`src/rtl/timer_sched.sv`:
```
// timer_sched: shares one timer between NREQ requesters with round-robin arbitration,
// returning a one-cycle DONE to the owner and flagging timers that never pulse.
module timer_sched #(
  parameter int NREQ = 4,
  parameter int TW   = 21
) (
  input  logic               CLK,
  input  logic               RST_N,
  input  logic               SOFT_CLR,
  input  logic [NREQ-1:0]    REQ,
  input  logic [NREQ*TW-1:0] REQ_VAL,
  output logic [NREQ-1:0]    GNT,
  output logic [NREQ-1:0]    DONE,
  output logic               BUSY,
  output logic               ERR,
  output logic               TMR_START,
  output logic [TW-1:0]      TMR_VAL,
  output logic               TMR_CLR,
  input  logic               TMR_PULSE
);

  localparam int PW = (NREQ > 1) ? $clog2(NREQ) : 1;

  typedef enum logic [1:0] {IDLE, LOAD, WAIT} state_e;

  state_e          state_q, state_d;
  logic [NREQ-1:0] gnt_q, gnt_d;
  logic [NREQ-1:0] done_q, done_d;
  logic            busy_q;
  logic            err_q, err_d;
  logic            start_q, start_d;
  logic            clr_q, clr_d;
  logic [TW-1:0]   val_q, val_d;
  logic [PW-1:0]   ptr_q, ptr_d;
  logic [PW-1:0]   owner_q, owner_d;
  logic [TW:0]     cnt_q, cnt_d;

  logic [NREQ-1:0] eligible;
  logic            found;
  logic [PW-1:0]   winner;
  logic [TW-1:0]   winVal;
  logic [PW-1:0]   nextPtr;
  logic [TW:0]     cntLimit;
  int              idx;

  // Search upward from the pointer; a requester still holding REQ during its DONE cycle is masked.
  always_comb begin
    eligible = REQ & ~done_q;
    found    = 1'b0;
    winner   = '0;
    idx      = 0;
    for (int k = 0; k < NREQ; k++) begin
      idx = int'(ptr_q) + k;
      if (idx >= NREQ) idx = idx - NREQ;
      if (!found && eligible[PW'(idx)]) begin
        found  = 1'b1;
        winner = PW'(idx);
      end
    end
  end

  assign winVal   = REQ_VAL[int'(winner)*TW +: TW];
  assign nextPtr  = (owner_q == PW'(NREQ-1)) ? '0 : owner_q + 1'b1;
  assign cntLimit = {1'b0, val_q} + (TW+1)'(2);

  always_comb begin
    state_d = state_q;
    gnt_d   = gnt_q;
    done_d  = '0;
    start_d = 1'b0;
    clr_d   = 1'b0;
    err_d   = err_q;
    val_d   = val_q;
    ptr_d   = ptr_q;
    owner_d = owner_q;
    cnt_d   = cnt_q;
    if (SOFT_CLR) begin
      state_d = IDLE;
      gnt_d   = '0;
      err_d   = 1'b0;
      ptr_d   = '0;
      cnt_d   = '0;
      clr_d   = 1'b1;
    end else begin
      unique case (state_q)
        IDLE: begin
          if (found) begin
            gnt_d         = '0;
            gnt_d[winner] = 1'b1;
            val_d         = (winVal == '0) ? TW'(1) : winVal;
            start_d       = 1'b1;
            owner_d       = winner;
            state_d       = LOAD;
          end
        end
        LOAD: begin
          cnt_d   = '0;
          state_d = WAIT;
        end
        WAIT: begin
          cnt_d = cnt_q + 1'b1;
          // Pulse wins over abort, abort wins over timeout.
          if (TMR_PULSE) begin
            done_d[owner_q] = 1'b1;
            gnt_d           = '0;
            ptr_d           = nextPtr;
            state_d         = IDLE;
          end else if (!REQ[owner_q]) begin
            clr_d   = 1'b1;
            gnt_d   = '0;
            ptr_d   = nextPtr;
            state_d = IDLE;
          end else if (cnt_q == cntLimit) begin
            err_d   = 1'b1;
            clr_d   = 1'b1;
            gnt_d   = '0;
            ptr_d   = nextPtr;
            state_d = IDLE;
          end
        end
        default: state_d = IDLE;
      endcase
    end
  end

  always_ff @(posedge CLK or negedge RST_N) begin
    if (!RST_N) begin
      state_q <= IDLE;
      gnt_q   <= '0;
      done_q  <= '0;
      busy_q  <= 1'b0;
      err_q   <= 1'b0;
      start_q <= 1'b0;
      clr_q   <= 1'b0;
      val_q   <= '0;
      ptr_q   <= '0;
      owner_q <= '0;
      cnt_q   <= '0;
    end else begin
      state_q <= state_d;
      gnt_q   <= gnt_d;
      done_q  <= done_d;
      busy_q  <= (state_d != IDLE);
      err_q   <= err_d;
      start_q <= start_d;
      clr_q   <= clr_d;
      val_q   <= val_d;
      ptr_q   <= ptr_d;
      owner_q <= owner_d;
      cnt_q   <= cnt_d;
    end
  end

  assign GNT       = gnt_q;
  assign DONE      = done_q;
  assign BUSY      = busy_q;
  assign ERR       = err_q;
  assign TMR_START = start_q;
  assign TMR_VAL   = val_q;
  assign TMR_CLR   = clr_q;

endmodule

```
`config.mk`:
```
export PLATFORM = sky130hd
export DESIGN_NAME = timer_sched
export DESIGN_NICKNAME = d
export VERILOG_FILES = /design/src/rtl/timer_sched.sv
export SDC_FILE = /design/constraint.sdc
export NUM_CORES = 1
export LEC_CHECK = 0
export CORE_MARGIN = 1
export CORE_UTILIZATION = 30
export DETAILED_ROUTE_END_ITERATION = 8
export SLEW_MARGIN = 10
export SYNTH_ARGS = -nofsm -noshare
export SYNTH_HDL_FRONTEND = slang
export SYNTH_SLANG_ARGS = --single-unit
export TNS_END_PERCENT = 1
```
`constraint.sdc`:
```
create_clock -name CLK -period 7.49 [get_ports CLK]
set_clock_uncertainty 0.1 [all_clocks]
set_input_delay 2.247 -clock CLK [delete_from_list [all_inputs] [get_ports CLK]]
set_output_delay 2.247 -clock CLK [all_outputs]
set_load 0.005 [all_outputs]
```
==> summary.txt, run 1 <==
Synthesis
  • Post-Synth Simple-Gate Area: 24.1%
  • Post-synthesis register bit count: 61
  • Area share of the largest cell type after synthesis: 33.9%
  • Total number of yosys warnings: 0
  • Post-synthesis compound-gate area fraction: 21.2%
  • Main combinational cell family by area after synthesis: simple AND/OR/NAND/NOR gates
  • Async set-reset flop share out of synthesis: 100%
  • Cells after Synth: 517
  • Mapped cell area: 0.00451 sq mm
  • Post-synthesis sequential area ratio: 33.9%
  • Syn avg cell area: 8.72 sq um
  • EDFF count, synth: 0
  • Primary FF master, synth: dfrtp_1
  • Cell taking the most area after synthesis: dfrtp_1
  • Synth top area cells: dfrtp_1 34%, mux2i_1 6.4%, o21ai_0 5.4%
  • Synth Area in Adders: 1.66%
  • Count of different cell masters after synthesis: 61
  • XOR/XNOR Fraction of Synth Area: 5.24%
  • Mux cell area share after synthesis: 9.18%
  • Syn nets: 615

STA
  • Worst Max-Slew Pin Slew: 1.01 ns
  • Fin crit share: 70.6%
  • Fin. max-slew vios: 0
  • FMAX: 189 MHz
  • Setup_tns: 0 ns
  • Fin crit period: 5.29 ns
  • Slew HR: 32.5%
  • Final hold vios: 0
  • Final setup fails: 0
  • RSZ-0062 raised after global routing: no

Global route
  • Total gr overflow: 0
  • M3 GR Usage: 4.81%
  • GRT Total Usage: 19.7%
  • Antenna violations before repair: 0
  • Largest net degree at the start of global routing: 62
  • Met1 usage: 24.8%
  • First-pass GRT wire length: 24300 microns
  • Vias in the first global route: 4589
  • Most used routing layer: met2
  • Met2 usage: 31.4%

Critical path
  • Crit path launch type: input port
  • CP endpoint kind: flip-flop
  • Critical path data required time: 7.64 ns
  • Worst EP arrival: 5.44 ns
  • Worst Path Max Fanout: 25
  • Crit Path Class: in -> reg

Final layout
  • Area Overhead vs Synth: 37.1%
  • Share of layout cells above drive strength 1: 7.06%
  • Most frequent cells in the layout: 123 x clkdlybuf4s50_1, 61 x dfrtp_1, 49 x o21ai_0
  • Post-route non-filler standard cell count: 807
  • N_diodes: 0
  • Nets: 718
  • Fill cell count: 1417
  • Commonest non-fill, non-tap cell in the layout: clkdlybuf4s50_1

Floorplanning
  • Die area: 0.0155 sq mm
  • Die width: 125 microns
  • Core footprint: 0.0146 sq mm
  • I/O pins: 125
  • Rows: 44
  • Initial Util: 30.9%
  • Die H: 125 microns

Detailed routing
  • DRT iter0 DRCs: 242
  • Avg WL per Cell: 18.5 microns
  • Final ANT Viol Nets: 0
  • # DRC: 0
  • Vias per inst: 5.70
  • Total wire length: 14900 microns
  • Drt first pass iters: 5
  • Via count: 4598

Outcome
  • Status: complete, no violations

CTS
  • Hold_buf cts: 0
  • CTS clk-pin slew, worst paths: 0.05 ns
  • Post-CTS Setup Inserts: 0
  • Clock insertion delay at the later pin of the skew report: 0.33 ns
  • Post-CTS Resized: 0
  • CTS tree: done
  • Max H-tree Level: 3
  • Clock tree sinks: 61
  • CTS max path bufs: 2
  • Root Buffer: clkbuf_16
  • Cts bufs inserted: 9

Placement
  • Routability cong.: 0.959
  • Final HPWL DP: 11400 microns
  • I/O Buffers: 124
  • Placed Instances: 793

Hold path
  • Hold Crit Class: reg -> reg

Pwr
  • Power per cell area: 213 mW/mm^2
  • VDD IR-drop max: 0.115 mV
  • LEAKAGE: 2.34 nW

Job
  • # Max-Cap Violations: 0
-- area by class of cell --
type / instances / area (sq um) / share of cell area, %
sequential: 61 / 1530 / 24.7
tap: 184 / 230 / 3.72
clock buffer: 13 / 270 / 4.37
timing repair buffer: 132 / 1300 / 21.0
clock inverter: 1 / 30.0 / 0.486
multi-input combinational: 403 / 2780 / 45.0
inverter: 13 / 48.8 / 0.789
-- report_power, final --
part	internal, mW	switching (mW)	total, mW
logic	0.227	0.205	0.431
registers	0.372	0.0908	0.462
clock network	0.281	0.143	0.424
-- path summary, 6_finish.rpt --
check                      slack, ns                endpoint  cells after the start                   start
max in group asynchronous       4.74       DONE[3]$_DFF_PN0_                      2                   RST_N
max                             2.20  TMR_VAL[0]$_DFFE_PN0P_                     10                  REQ[0]
min                             0.41         ERR$_DFFE_PN0P_                      2         ERR$_DFFE_PN0P_
min reg2reg                     0.41         ERR$_DFFE_PN0P_                      2         ERR$_DFFE_PN0P_
min in group asynchronous       2.00    cnt_q[5]$_DFFE_PN0P_                      2                   RST_N
max reg2reg                     3.57      GNT[0]$_DFFE_PN0P_                      8  TMR_VAL[5]$_DFFE_PN0P_
-- sequential cells by signal (all words and copies together) (netlist names) --
signal	flops
BUSY	1
DONE	4
ERR	1
GNT	4
TMR_CLR	1
TMR_START	1
TMR_VAL	21
cnt_q	22
owner_q	2
ptr_q	2
state_q	2
-- metal layers --
| metal | share of wire [%] | wire length (microns) | vias to the layer above |
|---|---|---|---|
| met1 | 44 | 6520 | 2187 |
| li1 | - | - | 2175 |
| met3 | 6.8 | 1010 | 28 |
| met5 | 0 | 0 | - |
| met4 | 3.7 | 559 | 0 |
| met2 | 46 | 6840 | 208 |
-- through the flow --
| stage | instance area (sq um) | setup slack (ns) | power [mW] | util (%) | hold WS [ns] |
|---|---|---|---|---|---|
| 5_1_grt | 6180 | 2.06 | 1.39 | 42.4 | 0.430 |
| 2_1_floorplan | 4510 | 2.99 | 0.676 | - | 0.374 |
| 3_3_place_gp | 5880 | 1.92 | 0.889 | 40.3 | 0.407 |
| 6_report | 6180 | 2.20 | 1.32 | 42.4 | 0.411 |
| 4_1_cts | 6180 | 2.24 | 1.32 | 42.4 | 0.416 |
| 3_5_place_dp | 5880 | 1.91 | 0.897 | 40.3 | 0.408 |
-- Yosys cell counts, types with 5 or more instances --
cell	instances
dfrtp_1	61
o21ai_0	49
nand2_1	41
clkbuf_1	31
mux2i_1	29
nor2_1	24
a211oi_1	21
nor4b_1	20
xnor2_1	20
nand3_1	18
nand4_1	16
a21oi_1	13
inv_1	13
o31ai_1	12
and3_1	11
nand2b_1	10
mux2_2	9
nor3_1	8
nor4_1	8
a31oi_1	7
xor2_1	7
buf_2	6
ha_1	6
and4_1	5
o22ai_1	5
o32ai_1	5
-- worst max-delay path, cell delays in order --
cell and delay, ns:
clkdlybuf4s50_1 0.52, or4b_2 0.63, o21ai_2 0.39, nor3_4 0.06
buf_4 0.27, mux2i_1 0.19, mux2i_1 0.15, a2111oi_0 0.64
nand4_1 0.16, a2bb2oi_1 0.17
-- cell families after synthesis --
kind of cell,Yosys count
xor gates and xnor gates,27
buffers and inverters,53
DFF,61
and+or+nand+nor,187
AOI/OAI and AO/OA,144
adders and majority gates,6
muxes,39
(Power assumes the default switching activity.)
==> run 2, diff against run 1 <==
clock period = 5 ns   (was 7.49 ns; I/O delays follow)
==> summary.txt, run 2 (synthesized netlist as in run 1, its figures left out) <==
Detailed routing
  • Avg WL per Cell: 17.6 microns (-4.8%)
  • Vias per inst: 5.61 (-1.5%)
  • Final ANT Viol Nets: 0 (unchanged)
  • DRT iter0 DRCs: 324 (+34%)
  • Via count: 4563 (-0.76%)
  • # DRC: 0 (unchanged)
  • Drt first pass iters: 6 (+1)
  • Total wire length: 14300 microns (-4.1%)

Critical path
  • CP endpoint kind: flip-flop
  • Worst Path Max Fanout: 22 (-12%)
  • Worst EP arrival: 4.76 ns (-0.68 ns)
  • Crit Path Class: in -> reg
  • Crit path launch type: input port
  • Critical path data required time: 5.15 ns (-2.49 ns)

Job
  • # Max-Cap Violations: 0 (unchanged)

STA
  • Fin. max-slew vios: 0 (unchanged)
  • Setup slack after layout: 0.397 ns (-1.80 ns)
  • Setup_tns: 0 ns (unchanged)
  • Final hold vios: 0 (unchanged)
  • Final setup fails: 0 (unchanged)
  • Fin crit share: 92.1%
  • RSZ-0062 raised after global routing: no
  • Worst Max-Slew Pin Slew: 0.888 ns (-0.124 ns)
  • Fin crit period: 4.60 ns
  • Slew HR: 40.8% (+8.3 points)
  • FMAX: 217 MHz

CTS
  • Post-CTS Setup Inserts: 0 (unchanged)
  • Hold_buf cts: 0 (unchanged)
  • Clock insertion delay at the later pin of the skew report: 0.33 ns (about the same)
  • Cts bufs inserted: 9 (unchanged)
  • Max H-tree Level: 3 (unchanged)
  • Root Buffer: clkbuf_16
  • CTS max path bufs: 2 (unchanged)
  • Post-CTS Resized: 0 (unchanged)
  • CTS tree: done
  • CTS clk-pin slew, worst paths: 0.05 ns (about the same)
  • Clock tree sinks: 61 (unchanged)

Floorplanning
  • Rows: 44 (unchanged)
  • Die width: 125 microns (unchanged)
  • Die area: 0.0155 sq mm (unchanged)
  • I/O pins: 125 (unchanged)
  • Die H: 125 microns (unchanged)
  • Initial Util: 30.9% (unchanged)
  • Core footprint: 0.0146 sq mm (unchanged)

Global route
  • Antenna violations before repair: 0 (unchanged)
  • Largest net degree at the start of global routing: 32 (-48%)
  • GRT Total Usage: 18.7% (-1.0 points)
  • Vias in the first global route: 4484 (-2.3%)
  • First-pass GRT wire length: 23100 microns (-5.0%)
  • Total gr overflow: 0 (unchanged)

Pwr
  • Power per cell area: 310 mW/mm^2 (+45%)
  • Overall Power: 1.92 mW (+46%)
  • LEAKAGE: 2.36 nW (+0.68%)
  • VDD IR-drop max: 0.151 mV (+32%)

Final layout
  • Max reg flops: 22 (unchanged)
  • Commonest non-fill, non-tap cell in the layout: clkdlybuf4s50_1
  • Nets: 723 (+0.70%)
  • Share of layout cells above drive strength 1: 7.79% (+0.73 points)
  • Final instance area: 0.00620 sq mm (+0.26%)
  • Most frequent cells in the layout: 123 x clkdlybuf4s50_1, 61 x dfrtp_1, 49 x o21ai_0
  • Top reg by flops: cnt_q
  • N_diodes: 0 (unchanged)
  • Area Overhead vs Synth: 37.5%

Placement
  • Dpl cell area: 0.00592 sq mm (+0.64%)
  • Routability cong.: 0.835 (-13%)
  • Pre-CTS setup slack: 0.105 ns (-1.80 ns)
  • I/O Buffers: 124 (unchanged)
  • Final HPWL DP: 11300 microns (-1.6%)

Outcome
  • Status: complete, no violations

Hold path
  • Hold Crit Class: reg -> reg
-- run 2: cell types whose count changed in the layout (fill, tap and decap cells not counted) --
cell	change
clkbuf_1	+1
bufinv_16	-1
clkinv_2	+1
buf_4	+5
-- run 2: report_power, final --
group,switching [mW],internal (mW),total (mW)
combinational,0.297,0.345,0.641
clock,0.213,0.372,0.586
sequential,0.136,0.557,0.692
-- run 2: area by class of cell --
cell class	instances	area, sq um
Multi-Input combinational cell	403	2780
Timing Repair Buffer	137	1330
Inverter	13	48.8
Fill cell	1425	8390
Clock buffer	14	274
Clock inverter	1	5.00
Tap cell	184	230
Sequential cell	61	1530
-- run 2: per-stage QoR --
stage / instances / utilization, % / hold slack, ns
CTS: 813 / 42.5 / 0.418
floorplan: 517 / - / 0.374
finish: 813 / 42.5 / 0.415
detailed placement: 798 / 40.6 / 0.411
global placement: 798 / 40.6 / 0.407
global route: 813 / 42.5 / 0.479
-- run 2: metal layers --
metal	GRT usage (%)	vias up	routed length (microns)
li1	-	2181	-
met1	24.1	2188	6380
met2	30.4	176	6710
met3	4.12	18	955
met4	7.16	0	289
met5	0	-	0
-- run 2: path summary, 6_finish.rpt --
check / startpoint / endpoint / slack, ns / cells past startpoint
setup / recovery: REQ[1] / TMR_VAL[0]$_DFFE_PN0P_ / 0.40 / 10
hold reg to reg: ERR$_DFFE_PN0P_ / ERR$_DFFE_PN0P_ / 0.42 / 2
min in group asynchronous: RST_N / cnt_q[13]$_DFFE_PN0P_ / 1.12 / 1
max in group asynchronous: RST_N / ptr_q[0]$_DFFE_PN0P_ / 2.81 / 2
hold / removal: ERR$_DFFE_PN0P_ / ERR$_DFFE_PN0P_ / 0.42 / 2
setup reg to reg: TMR_VAL[5]$_DFFE_PN0P_ / GNT[0]$_DFFE_PN0P_ / 1.23 / 8
-- run 2: worst max-delay path: stages --
cell             delay [ns]
clkdlybuf4s50_1        0.50
nor2b_1                0.27
nor3_2                 0.11
buf_4                  0.21
or3_1                  0.63
a211oi_1               0.43
o22ai_1                0.15
nor4bb_1               0.59
nand4_1                0.17
a2bb2oi_1              0.18
